`src/rtl/alu_issue_stage_pkg.sv`:
```
// alu_issue_stage_pkg: shared mips_para constants (aluop encodings, opcode/funct values, entry layout).
// ALU_ISSUE_ILLEGAL_EN adds an illegal flag to each buffered entry.
package alu_issue_stage_pkg;

    typedef enum logic [3:0] {
        alu_shl  = 4'd0,
        alu_shr  = 4'd1,
        alu_sar  = 4'd2,
        alu_add  = 4'd3,
        alu_sub  = 4'd4,
        alu_and  = 4'd5,
        alu_or   = 4'd6,
        alu_xor  = 4'd7,
        alu_nor  = 4'd8,
        alu_slt  = 4'd9,
        alu_sltu = 4'd10
    } aluop_e;

    localparam logic [5:0] OP_RTYPE = 6'h00;
    localparam logic [5:0] OP_BEQ   = 6'h04;
    localparam logic [5:0] OP_BNE   = 6'h05;
    localparam logic [5:0] OP_ADDI  = 6'h08;
    localparam logic [5:0] OP_ADDIU = 6'h09;
    localparam logic [5:0] OP_SLTI  = 6'h0a;
    localparam logic [5:0] OP_SLTIU = 6'h0b;
    localparam logic [5:0] OP_ANDI  = 6'h0c;
    localparam logic [5:0] OP_ORI   = 6'h0d;
    localparam logic [5:0] OP_XORI  = 6'h0e;
    localparam logic [5:0] OP_LUI   = 6'h0f;
    localparam logic [5:0] OP_LW    = 6'h23;
    localparam logic [5:0] OP_SW    = 6'h2b;

    localparam logic [5:0] FN_SLL  = 6'h00;
    localparam logic [5:0] FN_SRL  = 6'h02;
    localparam logic [5:0] FN_SRA  = 6'h03;
    localparam logic [5:0] FN_SLLV = 6'h04;
    localparam logic [5:0] FN_SRLV = 6'h06;
    localparam logic [5:0] FN_SRAV = 6'h07;
    localparam logic [5:0] FN_ADD  = 6'h20;
    localparam logic [5:0] FN_ADDU = 6'h21;
    localparam logic [5:0] FN_SUB  = 6'h22;
    localparam logic [5:0] FN_SUBU = 6'h23;
    localparam logic [5:0] FN_AND  = 6'h24;
    localparam logic [5:0] FN_OR   = 6'h25;
    localparam logic [5:0] FN_XOR  = 6'h26;
    localparam logic [5:0] FN_NOR  = 6'h27;
    localparam logic [5:0] FN_SLT  = 6'h2a;
    localparam logic [5:0] FN_SLTU = 6'h2b;

`ifdef ALU_ISSUE_ILLEGAL_EN
    localparam int ENTRY_W = 32 + 32 + 4 + 1;
`else
    localparam int ENTRY_W = 32 + 32 + 4;
`endif

    typedef struct packed {
        logic [31:0] srca;
        logic [31:0] srcb;
        aluop_e      aluop;
`ifdef ALU_ISSUE_ILLEGAL_EN
        logic        illegal;
`endif
    } entry_t;

endpackage

```
`src/rtl/alu_issue_stage_decode.sv`:
```
// alu_issue_decode: combinational MIPS instruction + rs/rt -> srca, srcb, aluop.
// Illegal encodings collapse to add of zeros; ALU_ISSUE_ILLEGAL_EN also exports the illegal flag.
module alu_issue_decode
    import alu_issue_stage_pkg::*;
(
    input  logic [31:0] instr_i,
    input  logic [31:0] rs_data_i,
    input  logic [31:0] rt_data_i,
    output logic [31:0] srca_o,
    output logic [31:0] srcb_o,
    output aluop_e      aluop_o
`ifdef ALU_ISSUE_ILLEGAL_EN
    ,
    output logic        illegal_o
`endif
);

    logic [5:0]  op;
    logic [5:0]  fn;
    logic [31:0] shamt;
    logic [31:0] sx;
    logic [31:0] zx;
    logic [31:0] a;
    logic [31:0] b;
    aluop_e      alu;
    logic        legal;

    assign op    = instr_i[31:26];
    assign fn    = instr_i[5:0];
    assign shamt = {27'd0, instr_i[10:6]};
    assign sx    = {{16{instr_i[15]}}, instr_i[15:0]};
    assign zx    = {16'd0, instr_i[15:0]};

    always_comb begin
        a     = rs_data_i;
        b     = rt_data_i;
        alu   = alu_add;
        legal = 1'b1;
        case (op)
            OP_RTYPE: begin
                case (fn)
                    FN_SLL:  begin a = rt_data_i; b = shamt;     alu = alu_shl; end
                    FN_SRL:  begin a = rt_data_i; b = shamt;     alu = alu_shr; end
                    FN_SRA:  begin a = rt_data_i; b = shamt;     alu = alu_sar; end
                    FN_SLLV: begin a = rt_data_i; b = rs_data_i; alu = alu_shl; end
                    FN_SRLV: begin a = rt_data_i; b = rs_data_i; alu = alu_shr; end
                    FN_SRAV: begin a = rt_data_i; b = rs_data_i; alu = alu_sar; end
                    FN_ADD, FN_ADDU: alu = alu_add;
                    FN_SUB, FN_SUBU: alu = alu_sub;
                    FN_AND:  alu = alu_and;
                    FN_OR:   alu = alu_or;
                    FN_XOR:  alu = alu_xor;
                    FN_NOR:  alu = alu_nor;
                    FN_SLT:  alu = alu_slt;
                    FN_SLTU: alu = alu_sltu;
                    default: legal = 1'b0;
                endcase
            end
            OP_ADDI, OP_ADDIU, OP_LW, OP_SW: b = sx;
            OP_SLTI:  begin b = sx; alu = alu_slt;  end
            OP_SLTIU: begin b = sx; alu = alu_sltu; end
            OP_ANDI:  begin b = zx; alu = alu_and;  end
            OP_ORI:   begin b = zx; alu = alu_or;   end
            OP_XORI:  begin b = zx; alu = alu_xor;  end
            OP_LUI:   begin a = zx; b = 32'd16; alu = alu_shl; end
            OP_BEQ, OP_BNE: alu = alu_sub;
            default:  legal = 1'b0;
        endcase
    end

    // Masking at the output keeps every decode branch free of illegal handling.
    assign srca_o  = legal ? a : 32'd0;
    assign srcb_o  = legal ? b : 32'd0;
    assign aluop_o = legal ? alu : alu_add;

`ifdef ALU_ISSUE_ILLEGAL_EN
    assign illegal_o = !legal;
`endif

endmodule

```
`src/rtl/alu_issue_stage.sv`:
```
// alu_issue_stage: ID->EX operand issue stage with a 2-entry (main + skid) FIFO and flush.
// ALU_ISSUE_ILLEGAL_EN adds illegal_o and the sticky illegal_seen_o outputs.
module alu_issue_stage
    import alu_issue_stage_pkg::*;
#(
    parameter int DW = 32
) (
    input  logic          clk,
    input  logic          rst_n,
    input  logic          in_valid_i,
    output logic          in_ready_o,
    input  logic [31:0]   instr_i,
    input  logic [DW-1:0] rs_data_i,
    input  logic [DW-1:0] rt_data_i,
    input  logic          flush_i,
    output logic          out_valid_o,
    input  logic          out_ready_i,
    output logic [DW-1:0] srca_o,
    output logic [DW-1:0] srcb_o,
    output logic [3:0]    aluop_o
`ifdef ALU_ISSUE_ILLEGAL_EN
    ,
    output logic          illegal_o,
    output logic          illegal_seen_o
`endif
);

    entry_t              dec;
    entry_t              head;
    logic [ENTRY_W-1:0]  dec_w;
    logic [ENTRY_W-1:0]  main_q, main_d;
    logic [ENTRY_W-1:0]  skid_q, skid_d;
    logic                main_v_q, main_v_d;
    logic                skid_v_q, skid_v_d;
    logic                in_ready_q;
    logic                push;
    logic                pop;

    alu_issue_decode u_decode (
        .instr_i   (instr_i),
        .rs_data_i (rs_data_i),
        .rt_data_i (rt_data_i),
        .srca_o    (dec.srca),
        .srcb_o    (dec.srcb),
        .aluop_o   (dec.aluop)
`ifdef ALU_ISSUE_ILLEGAL_EN
        ,
        .illegal_o (dec.illegal)
`endif
    );

    assign dec_w = dec;
    assign push  = in_valid_i && in_ready_q;
    assign pop   = main_v_q && out_ready_i;

    // in_ready is held low only while skid is full, so no push can arrive then.
    always_comb begin
        main_d   = main_q;
        skid_d   = skid_q;
        main_v_d = main_v_q;
        skid_v_d = skid_v_q;
        if (flush_i) begin
            main_v_d = 1'b0;
            skid_v_d = 1'b0;
        end else if (skid_v_q) begin
            if (pop) begin
                main_d   = skid_q;
                skid_v_d = 1'b0;
            end
        end else if (push) begin
            if (!main_v_q || pop) begin
                main_d   = dec_w;
                main_v_d = 1'b1;
            end else begin
                skid_d   = dec_w;
                skid_v_d = 1'b1;
            end
        end else if (pop) begin
            main_v_d = 1'b0;
        end
    end

    always_ff @(posedge clk or negedge rst_n) begin
        if (!rst_n) begin
            main_q     <= '0;
            skid_q     <= '0;
            main_v_q   <= 1'b0;
            skid_v_q   <= 1'b0;
            in_ready_q <= 1'b1;
        end else begin
            main_q     <= main_d;
            skid_q     <= skid_d;
            main_v_q   <= main_v_d;
            skid_v_q   <= skid_v_d;
            in_ready_q <= !skid_v_d;
        end
    end

    assign head        = main_q;
    assign in_ready_o  = in_ready_q;
    assign out_valid_o = main_v_q;
    assign srca_o      = head.srca;
    assign srcb_o      = head.srcb;
    assign aluop_o     = head.aluop;

`ifdef ALU_ISSUE_ILLEGAL_EN
    logic seen_q;

    always_ff @(posedge clk or negedge rst_n) begin
        if (!rst_n) begin
            seen_q <= 1'b0;
        end else if (push && dec.illegal) begin
            seen_q <= 1'b1;
        end
    end

    assign illegal_o      = head.illegal;
    assign illegal_seen_o = seen_q;
`endif

endmodule

```
`config.mk`:
```
export PLATFORM = sky130hd
export DESIGN_NAME = alu_issue_stage
export DESIGN_NICKNAME = d
export VERILOG_FILES = /design/src/rtl/alu_issue_stage_pkg.sv /design/src/rtl/alu_issue_stage_decode.sv /design/src/rtl/alu_issue_stage.sv
export SDC_FILE = /design/constraint.sdc
export NUM_CORES = 1
export LEC_CHECK = 0
export BUFFER_PORTS_ARGS = -buffer_cell sky130_fd_sc_hd__buf_4
export CELL_PAD_IN_SITES_DETAIL_PLACEMENT = 1
export CELL_PAD_IN_SITES_GLOBAL_PLACEMENT = 1
export CORE_ASPECT_RATIO = 0.6
export CORE_MARGIN = 2
export CORE_UTILIZATION = 40
export CTS_CLUSTER_SIZE = 24
export DETAILED_ROUTE_END_ITERATION = 16
export PLACE_DENSITY = 0.7
export SLEW_MARGIN = 20
export SYNTH_ARGS = -nofsm -noshare
export SYNTH_HDL_FRONTEND = slang
export SYNTH_HIERARCHICAL = 1
export SYNTH_SLANG_ARGS = --single-unit
```
`constraint.sdc`:
```
create_clock -name clk -period 2.4 [get_ports clk]
set_input_delay 0 -clock clk [delete_from_list [all_inputs] [get_ports clk]]
set_output_delay 0 -clock clk [all_outputs]
set_load 0.005 [all_outputs]
```
==> key figures, run 1 <==
Status
  • Outcome: finished clean

Finish
  • Highest-count cells in the layout ignoring fill and taps: buf_4 (180), dfrtp_1 (137), mux2_2 (129)
  • Syn-to-layout area delta: 26.9%
  • Count of filler cells inserted in the layout: between 2000 and 2500
  • Antenna diode instance count: 0
  • Most common library cell in the layout ignoring fill and taps: buf_4
  • Nets: approximately 900
  • Area of all placed cells without fillers: approximately 10000 um2
  • Share of cells above drive strength 1: 0.544

Worst setup path
  • Startpoint of the lowest-slack register-to-register path: skid_v_q
  • CP arrival: between 2 and 3 ns
  • Critical Path Source Type: flop
  • Worst Reg2Reg Path Length in Cells: 5
  • Crit-path cells: buf_4 > nand2_1 > a221oi_4 > buf_4 > mux2_2
  • Number of cells on the critical path: 5
  • Buffering stage count on the worst path with inverters included: 2
  • CP max-delay cell: dfrtp_4
  • Critical path data required time: 2.71 ns
  • Largest stage delay on the critical path: ~0.42 ns
  • Largest fanout on the critical path: 28
  • Worst R2R Setup Slack: roughly 0.15 ns
  • Critical Path End: head[34]
  • Worst reg2reg endpoint: head[34]
  • Type of the worst setup path: reg2reg
  • Crit. End Element: flop
  • Worst setup path startpoint: skid_v_q
  • Library cell appearing most often on the critical path: buf_4
  • Gate family responsible for the most delay along the worst path: buffers and inverters

Min path
  • Hold/Removal Path Class: in2reg
  • HP Start: rs_data_i[31]

Timing
  • Total setup violations reported at the end of the flow: 0
  • Final worst clock skew: 0.0146 ns
  • Setup repair after global routing missed its margin: false
  • Max-slew headroom: 0.581
  • Final number of hold-violating endpoints: 0
  • Max Fclk: around 440 MHz
  • Transition time at the pin with the least slew margin: around 0.63 ns
  • Min cycle time layout: between 2 and 2.5 ns
  • Final slew viol count: 0
  • Share of the cycle needed by the critical path after routing: 0.937
  • Post-route setup TNS: 0 ns

Synthesis
  • Share of the yosys chip area belonging to registers: 0.424
  • Synth unique cells: 53
  • Dominant register cell in the synthesized netlist: dfrtp_1
  • Synth Register Bits: ~140
  • Mean post-synth cell area: 12.3 um2
  • Mapped Area: between 8000 and 9000 um2
  • Synth warnings: 6
  • Syn Inst Count: 669
  • Syn_nets: 770
  • Post-synth EDFFs: 0
  • Share of async-settable or async-resettable flops after synthesis: 1.00

GRT
  • Maximum number of pins on one net before global-route repair: 63
  • Total GRT Usage: 0.239
  • Vias in the first global route: roughly 6900
  • Antenna violations before repair: 0
  • Global-route wire length before repair: 39700 um
  • Global-route congestion overflow total: 0

Die
  • Die Width: 189 um
  • Std-Cell Core Area: ~20000 um2
  • Placement row count: 40
  • Initial core utilization: 0.409
  • Die Outline Area: 21700 um2
  • Vertical die dimension: approximately 110 um
  • Number of placed I/O pins: between 150 and 200

Clock tree
  • Longest Clk Path Bufs: 2
  • Sinks on Clock Net: 139
  • Total clock buffers created by CTS: 17
  • Clk Latency, worst-skew pair: 0.44 ns
  • CTS HTree Levels: 4
  • Clock transition at the registers of the reported paths: around 0.070 ns
  • Clock tree from TritonCTS: done
  • Clock root cell: clkbuf_16
  • Post-CTS setup-driven buffer insertion count: 0

Routing
  • Total met2 wirelength after detailed routing: roughly 11000 um
  • Number of nets with antenna violations after detailed routing: 0
  • Max layer used: met4
  • Detailed-route wire length on metal 1: 12000 um
  • Total Routed Length: 25200 um
  • Vias after detailed routing: 6331
  • Detailed-route vias per instance: 5.72
  • Length of routed met3 wiring: between 1500 and 2000 um
  • Initial drt markers: roughly 430
  • Post-route DRC violation count: 0
  • Mean routed wirelength per cell: ~23 um
  • Number of iterations in the first detailed-routing pass: 5

Place
  • Number of buffers inserted by port buffering: 160
  • Area of placed instances: 9740 um2
  • Final weighted congestion of routability-driven global placement: slightly above 0.8
  • Placed wire-length estimate after detailed placement: 17300 um

Power and ir drop
  • Cell Pwr Density: 653 nW/um2
  • Peak supply drop: 0.000518 V
  • Leakage power summed over all cells: ~5.0 nW

Run
  • Number of max-cap violations: 0
registers in the layout (all words and copies together), names as in the netlist:
signal	cells
head	68
skid_q	68
in_ready_o	1
out_valid_o	1
skid_v_q	1
layer usage:
metal / GRT usage / vias to the layer above
met5: 0 / -
met4: 0.0667 / 0
met3: 0.0604 / 25
met2: 0.369 / 217
met1: 0.335 / 3289
li1: - / 2800
where the power goes:
| group | switching (mW) | total [mW] | internal, mW |
|---|---|---|---|
| clock network | 1.11 | 2.89 | 1.78 |
| registers | 0.145 | 2.72 | 2.58 |
| logic | 0.529 | 1.18 | 0.656 |
synthesized netlist by cell type (2+ instances only):
library cell  number  share of area
o211ai_1           4         0.0037
a22oi_2            8          0.012
buf_2             20          0.012
o21ai_0            8         0.0049
mux2_4            68           0.12
nand2b_1           2         0.0015
nor2_1            38          0.017
a211oi_2          13          0.020
mux2_2           129           0.18
a21oi_1           39          0.024
nand4b_1           2         0.0021
clkbuf_1          20         0.0092
a22oi_1           56          0.051
a211oi_1           7         0.0064
a21oi_2            2         0.0021
buf_4              6         0.0055
dfrtp_1          138           0.42
o31ai_1           13          0.012
mux2i_1            5         0.0061
or3_1              3         0.0023
buf_6             13          0.018
inv_1              7         0.0032
nand2_1           26          0.012
mux2_1             9          0.012
nand3_1            5         0.0030
worst reg2reg max path, delay by kind of cell (launching register included):
| family | cells | cell delay, ns |
|---|---|---|
| multiplexers | 1 | 0.41 |
| AO/OA/AOI/OAI | 1 | 0.34 |
| buffers and inverters | 2 | 0.78 |
| AND/OR/NAND/NOR | 1 | 0.18 |
| flip-flops | 1 | 0.42 |
cell type report:
class | instances | area [um2] | area share
clock inverter | 12 | 185 | 0.0178
inverter | 7 | 26.3 | 0.00252
multi-input combinational | 464 | 4380 | 0.421
sequential | 139 | 3480 | 0.335
tap | 273 | 342 | 0.0328
clock buffer | 20 | 447 | 0.0429
timing repair buffer | 192 | 1540 | 0.148
cells by family after synthesis:
family          count (synthesis)  share of synthesized area
simple gates                   93                     0.0584
buf+inv                        66                     0.0479
flops                         139                      0.424
mux                           211                      0.320
compound gates                160                      0.150
stage by stage:
step           setup slack [ns]  hold slack [ns]  utilization  std cells  total power [mW]
5_1_grt                  0.0642           0.0415        0.519       1107              7.09
2_1_floorplan             0.206           -0.296            -        669              3.35
6_report                  0.152           0.0232        0.519       1107              6.79
3_3_place_gp              0.139          -0.0146        0.485       1071              3.88
4_1_cts                   0.116          0.00822        0.519       1107              6.86
3_5_place_dp             0.0220          -0.0166        0.485       1071              3.93
worst min-delay path by stage:
stage                 end  slack (ns)  cells past startpoint
2_1_floorplan     head[0]       -0.30                      0
3_3_place_gp     head[15]       -0.01                      1
3_5_place_dp     head[15]       -0.02                      1
4_1_cts        skid_q[62]       0.008                      4
5_1_grt        skid_q[59]        0.04                      4
6_report       skid_q[67]        0.02                      4
timing repair:
item	in CTS	in global routing
endpoints found under the hold margin	55	0
gates resized for setup	0	0
hold buffers	4	0
Power figures use the tool's default switching activity.
==> inputs of run 2 (changes only) <==
--- a/config.mk
+++ b/config.mk
@@ -8,7 +8,7 @@
 export BUFFER_PORTS_ARGS = -buffer_cell sky130_fd_sc_hd__buf_4
 export CELL_PAD_IN_SITES_DETAIL_PLACEMENT = 1
 export CELL_PAD_IN_SITES_GLOBAL_PLACEMENT = 1
-export CORE_ASPECT_RATIO = 0.6
+export CORE_ASPECT_RATIO = 1.75
 export CORE_MARGIN = 2
 export CORE_UTILIZATION = 40
 export CTS_CLUSTER_SIZE = 24
==> key figures, run 2 (same netlist as run 1, synthesis figures left out) <==
Status
  • Outcome: finished clean

Timing
  • Transition time at the pin with the least slew margin: 1.10 ns (+0.475 ns)
  • Final number of hold-violating endpoints: 0 (unchanged)
  • Final worst clock skew: 0.00733 ns (-0.00724 ns)
  • Max-slew headroom: 0.263 (-0.319)
  • Post-route setup TNS: 0 ns (unchanged)
  • Min cycle time layout: 2.13 ns (-0.120 ns)
  • Share of the cycle needed by the critical path after routing: 0.887 (-0.0501)
  • Max Fclk: 470 MHz (+5.7%)
  • Total setup violations reported at the end of the flow: 0 (unchanged)
  • Setup repair after global routing missed its margin: false
  • Final slew viol count: 0 (unchanged)

GRT
  • Maximum number of pins on one net before global-route repair: 71 (+13%)
  • Global-route congestion overflow total: 0 (unchanged)
  • Vias in the first global route: 6977 (+1.5%)
  • Global-route wire length before repair: 39500 um (-0.49%)
  • Total GRT Usage: 0.233 (-0.00584)
  • Antenna violations before repair: 1 (+1)

Die
  • Number of placed I/O pins: 171 (unchanged)
  • Die Outline Area: 21700 um2 (about the same)
  • Initial core utilization: 0.406 (-0.00268)
  • Std-Cell Core Area: 20200 um2 (+0.66%)
  • Vertical die dimension: 193 um (+68%)
  • Die Width: 112 um (-41%)
  • Placement row count: 69 (+73%)

Worst setup path
  • Crit-path cells: buf_6 > o21ai_0 > a21oi_1 > dlygate4sd3_1
  • Type of the worst setup path: reg2reg
  • Largest stage delay on the critical path: 0.58 ns (+0.16 ns)
  • CP arrival: 2.49 ns (-0.07 ns)
  • Critical Path Source Type: flop
  • Crit. End Element: flop
  • CP max-delay cell: dlygate4sd3_1
  • Largest fanout on the critical path: 70 (+150%)
  • Critical path data required time: 2.76 ns (+0.05 ns)

Clock tree
  • Total clock buffers created by CTS: 17 (unchanged)
  • Clk Latency, worst-skew pair: 0.42 ns (-0.02 ns)
  • Clock transition at the registers of the reported paths: 0.06 ns (about the same)
  • Clock tree from TritonCTS: done
  • Clock root cell: clkbuf_16
  • Sinks on Clock Net: 139 (unchanged)
  • Longest Clk Path Bufs: 2 (unchanged)
  • CTS HTree Levels: 4 (unchanged)
  • Post-CTS setup-driven buffer insertion count: 0 (unchanged)

Power and ir drop
  • Internal: 4.60 mW (-8.2%)
  • Leakage power summed over all cells: 4.99 nW (-1.0%)
  • Cell Pwr Density: 614 nW/um2 (-6.0%)
  • Switching part of the total: 0.268 (+0.00566)
  • Peak supply drop: 0.000604 V (+17%)
  • Reported net switching power: 1.68 mW (-5.5%)
  • Sequential power share: 0.432 (+0.031)
  • Clock Power Share: 0.379 (-0.046)
  • Combinational fraction of design power: 0.189 (+0.015)

Routing
  • Number of nets with antenna violations after detailed routing: 0 (unchanged)
  • Vias after detailed routing: 6168 (-2.6%)
  • Post-route DRC violation count: 0 (unchanged)
  • Mean routed wirelength per cell: 23.3 um (+2.2%)
  • Detailed-route vias per instance: 5.72 (about the same)
  • Number of iterations in the first detailed-routing pass: 4 (-1)
  • Total Routed Length: 25100 um (-0.35%)
  • Initial drt markers: 214 (-50%)

Finish
  • Highest-count cells in the layout ignoring fill and taps: buf_4 (175), dfrtp_1 (137), mux2_2 (129)
  • Area of all placed cells without fillers: 10200 um2 (-1.6%)
  • Share of cells above drive strength 1: 0.540 (-0.00461)
  • Nets: 918 (-0.43%)
  • Multi-input logic area: 4380 um2 (unchanged)
  • Most common library cell in the layout ignoring fill and taps: buf_4
  • FF/Latch Area: 3480 um2 (unchanged)
  • Syn-to-layout area delta: 24.8%
  • Non-filler instance count after layout: 1079 (-2.5%)
  • Count of filler cells inserted in the layout: 2148 (+0.66%)

Min path
  • Hold/Removal Path Class: in2reg

Place
  • Placed cell count: 1042 (-2.7%)
  • Number of buffers inserted by port buffering: 160 (unchanged)
  • Area of placed instances: 9680 um2 (-0.63%)
  • Final weighted congestion of routability-driven global placement: 0.832 (+0.25%)
  • Placed wire-length estimate after detailed placement: 16900 um (-2.3%)

Run
  • Number of max-cap violations: 0 (unchanged)
## run 2: worst max-delay path: cells and delay by family (launching register included)
kind,cells,cell delay (ns)
flops,1,0.43
compound gates,2,0.48
buf+inv,2,1.15
## run 2: per-layer routing
| layer | GRT usage | routed length [um] | share of wire |
|---|---|---|---|
| met1 | 0.259 | 9610 | 0.38 |
| met2 | 0.427 | 13700 | 0.55 |
| met5 | 0 | 0 | 0 |
| met4 | 0.101 | 824 | 0.033 |
| met3 | 0.0435 | 922 | 0.037 |
## run 2: worst paths after layout
check	startpoint	endpoint	slack, ns	depth (start not counted)
setup / recovery	skid_v_q	out_valid_o	0.27	4
hold / removal	in_valid_i	skid_v_q	0.03	4
setup reg to reg	skid_v_q	out_valid_o	0.27	4
hold reg to reg	head[13]	head[13]	0.50	1
max in group asynchronous	rst_n	head[46]	1.49	3
min in group asynchronous	rst_n	head[56]	0.13	2
## run 2: through the flow
step	util	setup WS (ns)	hold WS, ns	total power [mW]
6_report	0.507	0.272	0.0256	6.28
5_1_grt	0.507	0.165	0.0385	6.56
4_1_cts	0.507	0.0871	0.00892	6.36
3_5_place_dp	0.479	0.0140	0.0241	3.94
3_3_place_gp	0.479	0.0790	0.0133	3.89
2_1_floorplan	-	0.206	-0.296	3.35
## run 2: final cells by class
type,count,share of cell area
Multi-Input combinational cell,464,0.428
Clock inverter,9,0.00464
Sequential cell,139,0.340
Timing Repair Buffer,188,0.148
Inverter,7,0.00257
Tap cell,248,0.0303
Antenna cell,1,0.000244
Clock buffer,23,0.0457
## run 2: power by group through the flow
stage	Clock, mW	Sequential (mW)	Combinational (mW)
after floorplan	0	2.72	0.624
after global placement	0	2.74	1.15
after detailed placement	0	2.75	1.19
after CTS	2.44	2.71	1.20
after global routing	2.54	2.74	1.28
final	2.38	2.71	1.19
## run 2: what timing repair did
item,4_1_cts,5_1_grt
endpoints found under the setup margin,0,1
gates resized for setup,0,1
hold buffers,4,0
hold endpoints to repair,64,0
